<file path="config.mk">
export PLATFORM = sky130hd
export DESIGN_NAME = game_ctrl_fsm
export DESIGN_NICKNAME = d
export VERILOG_FILES = /design/src/rtl/game_ctrl_fsm.sv
export SDC_FILE = /design/constraint.sdc
export NUM_CORES = 1
export LEC_CHECK = 0
export BUFFER_PORTS_ARGS = -buffer_cell sky130_fd_sc_hd__buf_4
export CAP_MARGIN = 15
export CORE_MARGIN = 2
export CORE_UTILIZATION = 58
export CTS_BUF_LIST = sky130_fd_sc_hd__clkbuf_16
export CTS_CLUSTER_DIAMETER = 100
export DETAILED_ROUTE_END_ITERATION = 6
export GPL_ROUTABILITY_DRIVEN = 0
export PLACE_DENSITY_LB_ADDON = 0.2
export SYNTH_ARGS = -nofsm -noshare
export SYNTH_HDL_FRONTEND = slang
export SYNTH_SLANG_ARGS = --single-unit
</file>
<file path="constraint.sdc">
create_clock -name clk -period 7.8 [get_ports clk]
set_input_delay 2.34 -clock clk [delete_from_list [all_inputs] [get_ports clk]]
set_output_delay 2.34 -clock clk [all_outputs]
set_load 0.01 [all_outputs]
</file>
<file path="src/rtl/game_ctrl_fsm.sv">
// Game control FSM for a side-scrolling bird game: collision detection against two pipes and the
// ground, pipe-pass scoring in saturating BCD, a timed HIT phase and a registered difficulty level.
`timescale 1ns/1ps
module game_ctrl_fsm #(
    parameter int BIRD_X     = 80,
    parameter int BIRD_W     = 40,
    parameter int BIRD_H     = 40,
    parameter int PIPE_W     = 60,
    parameter int GROUND_Y   = 400,
    parameter int HIT_FRAMES = 32
) (
    input  logic       clk,
    input  logic       rst,
    input  logic       frame_tick,
    input  logic       flap,
    input  logic       restart,
    input  logic [9:0] bird_y,
    input  logic [9:0] pipe1_x,
    input  logic [9:0] pipe2_x,
    input  logic [9:0] gap1_top,
    input  logic [9:0] gap1_bot,
    input  logic [9:0] gap2_top,
    input  logic [9:0] gap2_bot,
    output logic [1:0] state,
    output logic       running,
    output logic       collision,
    output logic       gameover,
    output logic [3:0] score0,
    output logic [3:0] score1,
    output logic [3:0] score2,
    output logic [3:0] level
);

    typedef enum logic [1:0] {
        S_IDLE = 2'd0,
        S_PLAY = 2'd1,
        S_HIT  = 2'd2,
        S_OVER = 2'd3
    } state_e;

    localparam logic [10:0] HALF_H   = 11'(BIRD_H / 2);
    localparam logic [10:0] BIRD_L   = 11'(BIRD_X);
    localparam logic [10:0] BIRD_R   = 11'(BIRD_X + BIRD_W - 1);
    localparam logic [10:0] PW       = 11'(PIPE_W);
    localparam logic [10:0] PW_M1    = 11'(PIPE_W - 1);
    localparam logic [10:0] GROUND   = 11'(GROUND_Y);
    localparam logic [4:0]  HIT_LAST = 5'(HIT_FRAMES - 1);

    state_e      state_q, state_d;
    logic        passed1_q, passed1_d, passed2_q, passed2_d;
    logic [4:0]  cnt_q, cnt_d;
    logic [11:0] score_q, score_d;
    logic [3:0]  level_q, level_d;

    logic [10:0] bird_top, bird_bot;
    logic        top_neg, ov1, ov2, hit, clr1, clr2;
    logic [1:0]  inc;

    // A negative top is flagged on its own, so the wrapped bird_top value never decides a hit.
    assign top_neg  = {1'b0, bird_y} < HALF_H;
    assign bird_top = {1'b0, bird_y} - HALF_H;
    assign bird_bot = {1'b0, bird_y} + HALF_H - 11'd1;

    assign ov1 = ({1'b0, pipe1_x} <= BIRD_R) && ({1'b0, pipe1_x} + PW_M1 >= BIRD_L);
    assign ov2 = ({1'b0, pipe2_x} <= BIRD_R) && ({1'b0, pipe2_x} + PW_M1 >= BIRD_L);

    assign hit = top_neg || (bird_bot >= GROUND)
              || (ov1 && ((bird_top < {1'b0, gap1_top}) || (bird_bot > {1'b0, gap1_bot})))
              || (ov2 && ((bird_top < {1'b0, gap2_top}) || (bird_bot > {1'b0, gap2_bot})));

    assign clr1 = ({1'b0, pipe1_x} + PW) <= BIRD_L;
    assign clr2 = ({1'b0, pipe2_x} + PW) <= BIRD_L;
    assign inc  = {1'b0, clr1 && !passed1_q} + {1'b0, clr2 && !passed2_q};

    function automatic logic [11:0] bcd_sat_add(input logic [11:0] s, input logic [1:0] add);
        logic [4:0] d0, d1, d2;
        d0 = {1'b0, s[3:0]} + {3'b000, add};
        d1 = {1'b0, s[7:4]};
        d2 = {1'b0, s[11:8]};
        if (d0 > 5'd9) begin
            d0 = d0 - 5'd10;
            d1 = d1 + 5'd1;
        end
        if (d1 > 5'd9) begin
            d1 = d1 - 5'd10;
            d2 = d2 + 5'd1;
        end
        if (d2 > 5'd9) return 12'h999;
        return {d2[3:0], d1[3:0], d0[3:0]};
    endfunction

    always_comb begin
        // NOTE: every next-state signal gets its hold value first so no latch can be inferred.
        state_d   = state_q;
        passed1_d = passed1_q;
        passed2_d = passed2_q;
        cnt_d     = cnt_q;
        score_d   = score_q;
        case (state_q)
            S_IDLE: if (flap) state_d = S_PLAY;
            S_PLAY: begin
                if (frame_tick) begin
                    if (hit) begin
                        state_d = S_HIT;
                        cnt_d   = '0;
                    end else begin
                        passed1_d = clr1;
                        passed2_d = clr2;
                        score_d   = bcd_sat_add(score_q, inc);
                    end
                end
            end
            S_HIT: begin
                if (frame_tick) begin
                    cnt_d = cnt_q + 5'd1;
                    if (cnt_q == HIT_LAST) state_d = S_OVER;
                end
            end
            default: ;
        endcase
        if (restart) begin
            state_d   = S_IDLE;
            passed1_d = 1'b0;
            passed2_d = 1'b0;
            cnt_d     = '0;
            score_d   = '0;
        end
    end

    // Level follows the registered tens digit, so it lags a score change by one cycle.
    always_comb begin
        level_d = 4'b0001;
        if (score_q[7:4] > 4'd4)      level_d = 4'b1111;
        else if (score_q[7:4] > 4'd2) level_d = 4'b0111;
        else if (score_q[7:4] > 4'd0) level_d = 4'b0011;
    end

    // NOTE: sequential state is written with non-blocking assignments only.
    always_ff @(posedge clk) begin
        if (rst) begin
            state_q   <= S_IDLE;
            passed1_q <= 1'b0;
            passed2_q <= 1'b0;
            cnt_q     <= '0;
            score_q   <= '0;
            level_q   <= 4'b0001;
        end else begin
            state_q   <= state_d;
            passed1_q <= passed1_d;
            passed2_q <= passed2_d;
            cnt_q     <= cnt_d;
            score_q   <= score_d;
            level_q   <= level_d;
        end
    end

    assign state     = state_q;
    assign running   = (state_q == S_PLAY);
    assign collision = (state_q == S_HIT) || (state_q == S_OVER);
    assign gameover  = (state_q == S_OVER);
    assign score0    = score_q[3:0];
    assign score1    = score_q[7:4];
    assign score2    = score_q[11:8];
    assign level     = level_q;

endmodule

</file>
==> impl_metrics.json, run 1 <==
{
  "outcome": "completed",
  "drv_cap": 0,
  "fillers": 425,
  "via_per_inst": 5.84,
  "grt_pass1_wl_mm": 13.6,
  "hold_class": "flop to flop",
  "route.detailed.drc": 0,
  "crit_arrival_ns": 6.57,
  "syn-mean-instance-area_um2": 7.70,
  "ctsResizeCount": 0,
  "timing.rr.start": "score_q[0]",
  "yosys_warnings": 0,
  "die_width_um": 79.1,
  "drt-total-wl_mm": 8.00,
  "p_clk_share_pct": 36.1,
  "root_buffer": "clkbuf_16",
  "first_pass_iters": 6,
  "worstSkewPairLatency_ns": 0.26,
  "cts_tree": "yes",
  "yosysTopAreaCellShare_pct": 21.0,
  "rsz0062_at_grt": "no",
  "cts_sinks": 24,
  "tritoncts.num_buffers": 3,
  "antenna_cells": 0,
  "setup_tns_ns": 0,
  "synth.distinct_cells": 70,
  "switchingPower_mw": 0.112,
  "hold_violations": 0,
  "cts_max_path_buffers": 2,
  "cp-end-kind": "flop",
  "hold_path_end": "cnt_q[4]",
  "period_share_pct": 82.3,
  "chipHeight_um": 79.1,
  "postPlaceCellArea_mm2": 0.00398,
  "ff2ff_path_depth": 13,
  "area_growth_pct": 24.8,
  "netlist_instances": 425,
  "synthTopCellsByArea": "ha_1 (21%), dfxtp_1 (15%), inv_1 (7.2%), xnor2_1 (4.0%), a21oi_1 (3.7%)",
  "slew_violations": 0,
  "max_freq_mhz": 156,
  "io_buffers": 94,
  "synth_edf_count": 0,
  "timing.rr.end": "score_q[6]",
  "cp_max_fo": 12,
  "fp-row-count": 27,
  "grt_pass1_vias": 3301,
  "hpwlAfterDp_mm": 6.44,
  "p_comb_share_pct": 33.3,
  "synth_area_leader_cell": "ha_1",
  "maxSlewHeadroom_pct": 62.2,
  "power.density_mw_per_mm2": 99.2,
  "switching_share_pct": 27.6,
  "core-area_mm2": 0.00547,
  "nets": 640,
  "vdd_drop_max_mv": 0.0845,
  "drtAntennaViolNets": 0,
  "start_util_pct": 59.8,
  "grt_antenna_before_repair": 0,
  "worst_pin_slew_ns": 0.565,
  "wl_per_cell_um": 13.8,
  "p_int_mw": 0.294,
  "synth.net_count": 556,
  "clk_pin_slew_ns": 0.06,
  "netlist_area_mm2": 0.00327,
  "async_reset_ff_share_pct": 0,
  "seq_area_frac_synth_pct": 14.7,
  "ctsHoldBuffers": 0,
  "drive_gt1_share_pct": 23.8,
  "r2r_slack_ns": 3.69,
  "grt_max_degree": 19,
  "dieArea_mm2": 0.00626,
  "startpoint_type": "primary input",
  "post-route-util_pct": 74.7,
  "min_from": "cnt_q[4]",
  "pwr-share-seq_pct": 30.6,
  "drtIter0Drc": 195,
  "htree_levels": 1,
  "io_pins": 96,
  "required_ns": 7.95,
  "via_count": 3386,
  "whs_path_depth": 2,
  "critical_path_class": "primary input to flop",
  "post_cts_buffers": 0,
  "finalSetupViolCount": 0,
  "design_area_mm2": 0.00409,
  "track_usage_pct": 26.1,
  "clock_skew_ns": 0.00381,
  "grt.overflow.total": 0,
  "leakagePower_nw": 2.00,
  "ys_seq_elements": 24,
  "synthFlopType": "dfxtp_1",
  "fin_crit_ns": 6.42
}
-- kinds of logic after synthesis --
group                      synth area share [%]
AOI/OAI and AO/OA                          23.7
xor gates and xnor gates                   5.35
adders and majority gates                  21.6
buffers and inverters                      9.90
DFF                                        14.7
muxes                                      2.79
other                                     0.115
and+or+nand+nor                            21.8
-- worst max-delay path, stage by stage --
cell and delay (ns):
buf_4 0.11, nor3_1 0.30, and3_1 0.23, nor2b_1 0.18, fa_1 0.28, ha_1 0.23, xor2_1 0.30, inv_1 0.11
ha_1 0.22, a21boi_0 0.12, or4_4 0.60, o31ai_2 0.30, nand4_2 0.36, mux2i_1 0.32, o211a_4 0.24, nor3_4 0.06
a22o_1 0.25
-- metal layers --
layer | vias up | global-route usage [%] | share of wire (%)
met5 | - | 0 | 0
met2 | 116 | 49.7 | 52
li1 | 1694 | - | -
met1 | 1551 | 27.9 | 40
met3 | 25 | 3.75 | 4.7
met4 | 0 | 12.6 | 2.9
-- power groups by stage --
stage                     registers [mW]  logic [mW]  clock network (mW)
after CTS                          0.124       0.136               0.147
after global placement             0.127       0.128                   0
final                              0.124       0.135               0.146
after global routing               0.124       0.155               0.153
after floorplan                    0.127      0.0822                   0
after detailed placement           0.127       0.135                   0
-- cell usage after synthesis (2+ instances only) --
master and n:
a211o_1 2, a211oi_1 8, a21boi_0 2, a21o_1 5, a21oi_1 24, a22o_1 3
a31oi_1 6, and3_1 6, and3_2 2, buf_2 6, buf_4 4, clkbuf_1 3
dfxtp_1 24, ha_1 55, inv_1 63, mux2i_1 8, nand2_1 19, nand2b_1 5
nand3_1 18, nand4_1 7, nand4_2 2, nand4b_1 2, nand4bb_1 2, nor2_1 29
nor2b_1 5, nor3_1 12, o2111ai_1 2, o211a_1 3, o211ai_1 10, o21a_1 4
o21ai_0 18, o21ba_2 2, o21bai_1 2, o221a_2 2, o41ai_1 2, or2_2 3
or3_1 2, or4_1 3, xnor2_1 15, xor2_1 5
-- state kept, by name, indices dropped and copies added (netlist names) --
signal and cells:
cnt_q 5, level 3, passed1_q 1, passed2_q 1, score_q 12, state 2
-- how the worst max path moves through the flow --
stage,start,to,slack (ns)
after floorplan,pipe1_x[0],score_q[4],1.80
after global placement,pipe1_x[4],score_q[4],1.40
after detailed placement,pipe1_x[7],score_q[4],1.20
after CTS,pipe1_x[7],score_q[6],1.40
after global routing,pipe1_x[7],score_q[6],1.11
final,pipe1_x[7],score_q[6],1.38
-- cell type report --
class                   instances  area (µm²)  area share [%]
clock buffers                   3        75.1            1.84
clock inverters                 1        30.0           0.735
inverters                      63         236            5.79
multi-input cells             323        2470            60.4
flip-flops and latches         24         480            11.8
well taps                      72        90.1            2.20
repair buffers                 94         706            17.3
-- stage by stage --
| stage | power, mW | hold WS, ns | setup WS (ns) | instances |
|---|---|---|---|---|
| floorplan | 0.209 | 0.439 | 1.80 | 425 |
| global placement | 0.255 | 0.449 | 1.40 | 576 |
| detailed placement | 0.262 | 0.476 | 1.20 | 576 |
| CTS | 0.407 | 0.484 | 1.40 | 580 |
| global route | 0.432 | 0.509 | 1.11 | 580 |
| finish | 0.406 | 0.481 | 1.38 | 580 |
-- cells in the final DEF (no fill, tap or decap), types with 3 or more instances in the layout --
cell and n:
nor2b_1 5, ha_1 55, a22o_1 3, xnor2_1 15, a31oi_1 6, xor2_1 5
o211ai_1 10, mux2i_1 8, o21a_1 4, clkbuf_16 3, nand4_1 7, or4_1 3
a211oi_1 8, dfxtp_1 24, nand3_1 18, nand2_1 19, a21oi_1 24, nand2b_1 5
nor3_1 12, o21ai_0 18, or2_2 3, and3_1 6, nor2_1 29, o211a_1 3
inv_1 63, buf_4 94, a21o_1 5
No activity file was read; power rests on OpenSTA's default activity.
==> run 2, diff against run 1 <==
Settings changed: CORE_UTILIZATION 58 to 48.
Clock period 7.8 ns to 5.8 ns, I/O delays scaled along.
==> run 2 against run 1 <==
Worst setup slack lost 1.1 ns. Via count shrank 2.6%. Clock skew fell by 0.0021 ns.
==> impl_metrics.json, run 2 (synthesis gave the netlist of run 1 again) <==
{
  "outcome": "completed",
  "drtIter0Drc": 101,
  "area_growth_pct": 25.6,
  "cts_max_path_buffers": 2,
  "timing.rr.end": "score_q[6]",
  "grt_pass1_wl_mm": 13.5,
  "layout_commonest_cell": "buf_4",
  "highest_layer": "met4",
  "layout_setup_ws_ns": 0.320,
  "first_pass_iters": 4,
  "maxSlewHeadroom_pct": 56.3,
  "r2r_slack_ns": 2.02,
  "critical_path_class": "primary input to flop",
  "via_count": 3297,
  "power.density_mw_per_mm2": 122,
  "nets": 644,
  "via_per_inst": 5.57,
  "htree_levels": 1,
  "io_buffers": 94,
  "ff2ff_path_depth": 14,
  "largest_register_ffs": 12,
  "drive_gt1_share_pct": 24.6,
  "top_register": "score_q",
  "fp-row-count": 30,
  "crit_end": "score_q[6]",
  "antenna_cells": 0,
  "cts_tree": "yes",
  "mostFrequentLayoutCells": "buf_4 (98), inv_1 (63), ha_1 (55)",
  "drv_cap": 0,
  "tritoncts.num_buffers": 3,
  "clock_skew_ns": 0.00167,
  "crit_arrival_ns": 5.68,
  "grt_max_degree": 16,
  "hpwlAfterDp_mm": 6.73,
  "post_cts_buffers": 0,
  "grt_antenna_before_repair": 0,
  "dr_wl_met3_um": 295,
  "io_pins": 96,
  "start_util_pct": 49.0,
  "vdd_drop_max_mv": 0.0977,
  "ctsResizeCount": 0,
  "rsz0062_at_grt": "no",
  "drtAntennaViolNets": 0,
  "grt_pass1_vias": 3079,
  "max_freq_mhz": 182,
  "leakagePower_nw": 2.01,
  "total_power_mw": 0.501,
  "setup_tns_ns": 0,
  "core-area_mm2": 0.00668,
  "met1Wirelength_mm": 3.86,
  "startpoint_type": "primary input",
  "track_usage_pct": 21.6,
  "grt.overflow.total": 0,
  "die_width_um": 86.6,
  "chipHeight_um": 86.6,
  "wl_met2_mm": 3.81,
  "worst_pin_slew_ns": 0.652,
  "root_buffer": "clkbuf_16",
  "cts_sinks": 24,
  "finalSetupViolCount": 0,
  "crit_start": "pipe1_x[4]",
  "pre_cts_slack_ns": 0.0244,
  "drt-total-wl_mm": 8.03,
  "ctsHoldBuffers": 0,
  "worstSkewPairLatency_ns": 0.26,
  "wl_per_cell_um": 13.6,
  "route.detailed.drc": 0,
  "fin_crit_ns": 5.48,
  "clk_pin_slew_ns": 0.06,
  "slew_violations": 0,
  "dieArea_mm2": 0.00750,
  "required_ns": 6.00,
  "cp_max_fo": 7,
  "hold_class": "flop to flop",
  "period_share_pct": 94.5,
  "timing.hold.ws_ns": 0.484,
  "cp-end-kind": "flop",
  "hold_violations": 0,
  "timing.rr.start": "passed1_q"
}
run 2: final cells by class:
type	count	area, µm²
Fill cell	594	2570
Multi-Input combinational cell	323	2480
Timing Repair Buffer	98	736
Sequential cell	24	480
Inverter	63	236
Tap cell	80	100
Clock buffer	3	75.1
Clock inverter	1	3.75
run 2: worst min path at each step:
stage | cells after the start | end | startpoint
4_1_cts | 2 | cnt_q[4] | cnt_q[4]
2_1_floorplan | 2 | cnt_q[4] | cnt_q[4]
3_5_place_dp | 2 | cnt_q[4] | cnt_q[4]
6_report | 2 | cnt_q[4] | cnt_q[4]
5_1_grt | 2 | cnt_q[4] | cnt_q[4]
3_3_place_gp | 2 | cnt_q[4] | cnt_q[4]
run 2: per-layer routing:
layer / vias up / global-route usage [%]
met3: 8 / 2.57
met1: 1511 / 29.2
met5: - / 0
met2: 80 / 37.6
met4: 0 / 3.55
li1: 1698 / -
run 2: critical path, cell delays in order:
cell	delay, ns
buf_4	0.12
a211oi_1	0.26
and3_1	0.22
nor2b_1	0.19
fa_1	0.28
ha_1	0.22
xor2_1	0.20
inv_1	0.09
ha_1	0.21
a21boi_0	0.12
or4_4	0.61
o31ai_2	0.29
nand4_2	0.25
mux2i_1	0.19
o211a_4	0.28
nor3_4	0.22
a22o_1	0.18
run 2: metrics by stage:
stage | std cells | util [%] | area (µm²)
2_1_floorplan | 425 | - | 3270
3_3_place_gp | 588 | 60.2 | 4020
3_5_place_dp | 588 | 60.2 | 4020
4_1_cts | 592 | 61.4 | 4100
5_1_grt | 592 | 61.6 | 4110
6_report | 592 | 61.6 | 4110
run 2: power by group:
group	switching (mW)	total, mW	leakage (nW)	internal, mW
combinational	0.0915	0.183	1.78	0.0919
sequential	0.00128	0.167	0.193	0.166
clock	0.0589	0.151	0.0385	0.0922
==> run 3, diff against run 2 <==
Settings changed: CTS_BUF_LIST sky130_fd_sc_hd__clkbuf_16 to unset.
==> run 3 against run 2 <==
Routed wire length rose by 0.30%. Sequential share of layout area barely moved. Non-clock buffer count rose by 2. Maximum frequency rose by 0.48%. Worst hold slack improved by 0.0044 ns. Largest power group unchanged.
==> impl_metrics.json, run 3 (synthesis gave the netlist of run 1 again) <==
{
  "outcome": "completed",
  "tritoncts.num_buffers": 3,
  "cts_sinks": 24,
  "max_freq_mhz": 183,
  "crit_family": "simple AND/OR/NAND/NOR gates",
  "slowest_stage": "or4_4",
  "fin_crit_ns": 5.45,
  "crit_arrival_ns": 5.62,
  "setup_tns_ns": 0,
  "timing.rr.start": "passed1_q",
  "clk_pin_slew_ns": 0.09,
  "grt_max_degree": 16,
  "maxSlewHeadroom_pct": 59.8,
  "critical_path_buf_inv_count": 3,
  "chipHeight_um": 86.6,
  "drv_cap": 0,
  "cp-end-kind": "flop",
  "wl_per_cell_um": 13.6,
  "startpoint_type": "primary input",
  "whs_path_depth": 2,
  "clock_skew_ns": 0.00443,
  "layout_commonest_cell": "buf_4",
  "route.detailed.drc": 0,
  "fillers": 598,
  "antenna_cells": 0,
  "nets": 646,
  "hpwlAfterDp_mm": 6.73,
  "worstSkewPairLatency_ns": 0.27,
  "r2r_slack_ns": 2.03,
  "worst_pin_slew_ns": 0.600,
  "hold_class": "flop to flop",
  "drive_gt1_share_pct": 24.9,
  "drtAntennaViolNets": 0,
  "track_usage_pct": 21.5,
  "hold_violations": 0,
  "multiInputGateArea_mm2": 0.00247,
  "period_share_pct": 94.0,
  "ctsHoldBuffers": 0,
  "grt_antenna_before_repair": 0,
  "finalSetupViolCount": 0,
  "io_pins": 96,
  "slew_violations": 0,
  "required_ns": 5.97,
  "crit_chain": "buf_4, a211oi_1, and3_1, nor2b_1, fa_1, ha_1, xor2_1, inv_1, ha_1, a21boi_0, or4_4, o31ai_2, nand4_2, buf_4, nand4_2, o211a_4, nor3_4, a22o_1",
  "cts_tree": "yes",
  "root_buffer": "clkbuf_8",
  "grt_pass1_vias": 3035,
  "cp_max_fo": 7,
  "slowest_delay_ns": 0.61,
  "area_growth_pct": 25.1,
  "drt-total-wl_mm": 8.06,
  "power.density_mw_per_mm2": 114,
  "cts_max_path_buffers": 2,
  "leakagePower_nw": 2.01,
  "ff2ff_path_depth": 15,
  "first_pass_iters": 4,
  "min_from": "cnt_q[1]",
  "ff_latch_area_um2": 480,
  "timing.rr.end": "score_q[6]",
  "top_register": "score_q",
  "rsz0062_at_grt": "no",
  "core-area_mm2": 0.00668,
  "timing.hold.ws_ns": 0.488,
  "vdd_drop_max_mv": 0.0773,
  "drtIter0Drc": 142,
  "via_count": 3298,
  "fp-row-count": 30,
  "dieArea_mm2": 0.00750,
  "hold_path_end": "cnt_q[1]",
  "die_width_um": 86.6,
  "via_per_inst": 5.55,
  "largest_register_ffs": 12,
  "start_util_pct": 49.0,
  "mostFrequentLayoutCells": "buf_4 (100), inv_1 (63), ha_1 (55)",
  "grt_pass1_wl_mm": 13.4,
  "critical_path_class": "primary input to flop",
  "htree_levels": 1,
  "io_buffers": 94,
  "grt.overflow.total": 0
}
## run 3: changes by cell type in the layout (fill, tap and decap cells not counted)
cell       delta
clkbuf_8      +4
clkbuf_16     -3
buf_4         +2
clkinv_1      -1
o41ai_1       +1
o41ai_2       -1
## run 3: tightest hold or removal path: cells and delay by family, from the launching register on
kind,cells,cell delay (ns)
flops,1,0.33
mux,1,0.05
simple gates,1,0.06
## run 3: metal layers
layer  routed length, µm  vias up  track usage, %
li1                    -     1698               -
met1                3860     1515            29.4
met2                3880       83            36.9
met3                 291        2            2.86
met5                   0        -               0
met4                  28        0            3.13
## run 3: power breakdown
part	leakage, nW	internal, mW	switching [mW]
registers	0.193	0.165	0.00127
logic	1.79	0.0918	0.0913
clock network	0.0288	0.0606	0.0550
total	2.01	0.318	0.148
## run 3: final cells by class
| cell class | instances | area share [%] |
|---|---|---|
| Clock buffer | 4 | 1.34 |
| Inverter | 63 | 5.77 |
| Multi-Input combinational cell | 323 | 60.4 |
| Sequential cell | 24 | 11.7 |
| Tap cell | 80 | 2.44 |
| Timing Repair Buffer | 100 | 18.3 |
## run 3: worst max path at each step
stage / end / slack, ns / start / cells past startpoint
floorplan: score_q[4] / 0.40 / pipe1_x[0] / 18
global placement: score_q[6] / 0.23 / pipe1_x[7] / 17
detailed placement: score_q[4] / 0.02 / pipe1_x[7] / 17
CTS: score_q[4] / 0.29 / pipe1_x[7] / 17
global route: score_q[4] / 0.01 / pipe1_x[7] / 18
finish: score_q[6] / 0.35 / pipe1_x[4] / 18
## run 3: repair_timing
action,4_1_cts,5_1_grt
gates resized for setup,0,3
endpoints found under the setup margin,0,6
hold endpoints to repair,0,0
buffers inserted,0,2
## run 3: metrics by stage
| stage | instances | setup WS, ns | power [mW] | utilization (%) | instance area [µm²] |
|---|---|---|---|---|---|
| floorplan | 425 | 0.401 | 0.281 | - | 3270 |
| finish | 594 | 0.346 | 0.465 | 61.3 | 4100 |
| detailed placement | 588 | 0.0244 | 0.353 | 60.2 | 4020 |
| global route | 594 | 0.0119 | 0.503 | 61.3 | 4100 |
| global placement | 588 | 0.228 | 0.348 | 60.2 | 4020 |
| CTS | 592 | 0.288 | 0.467 | 61.0 | 4080 |
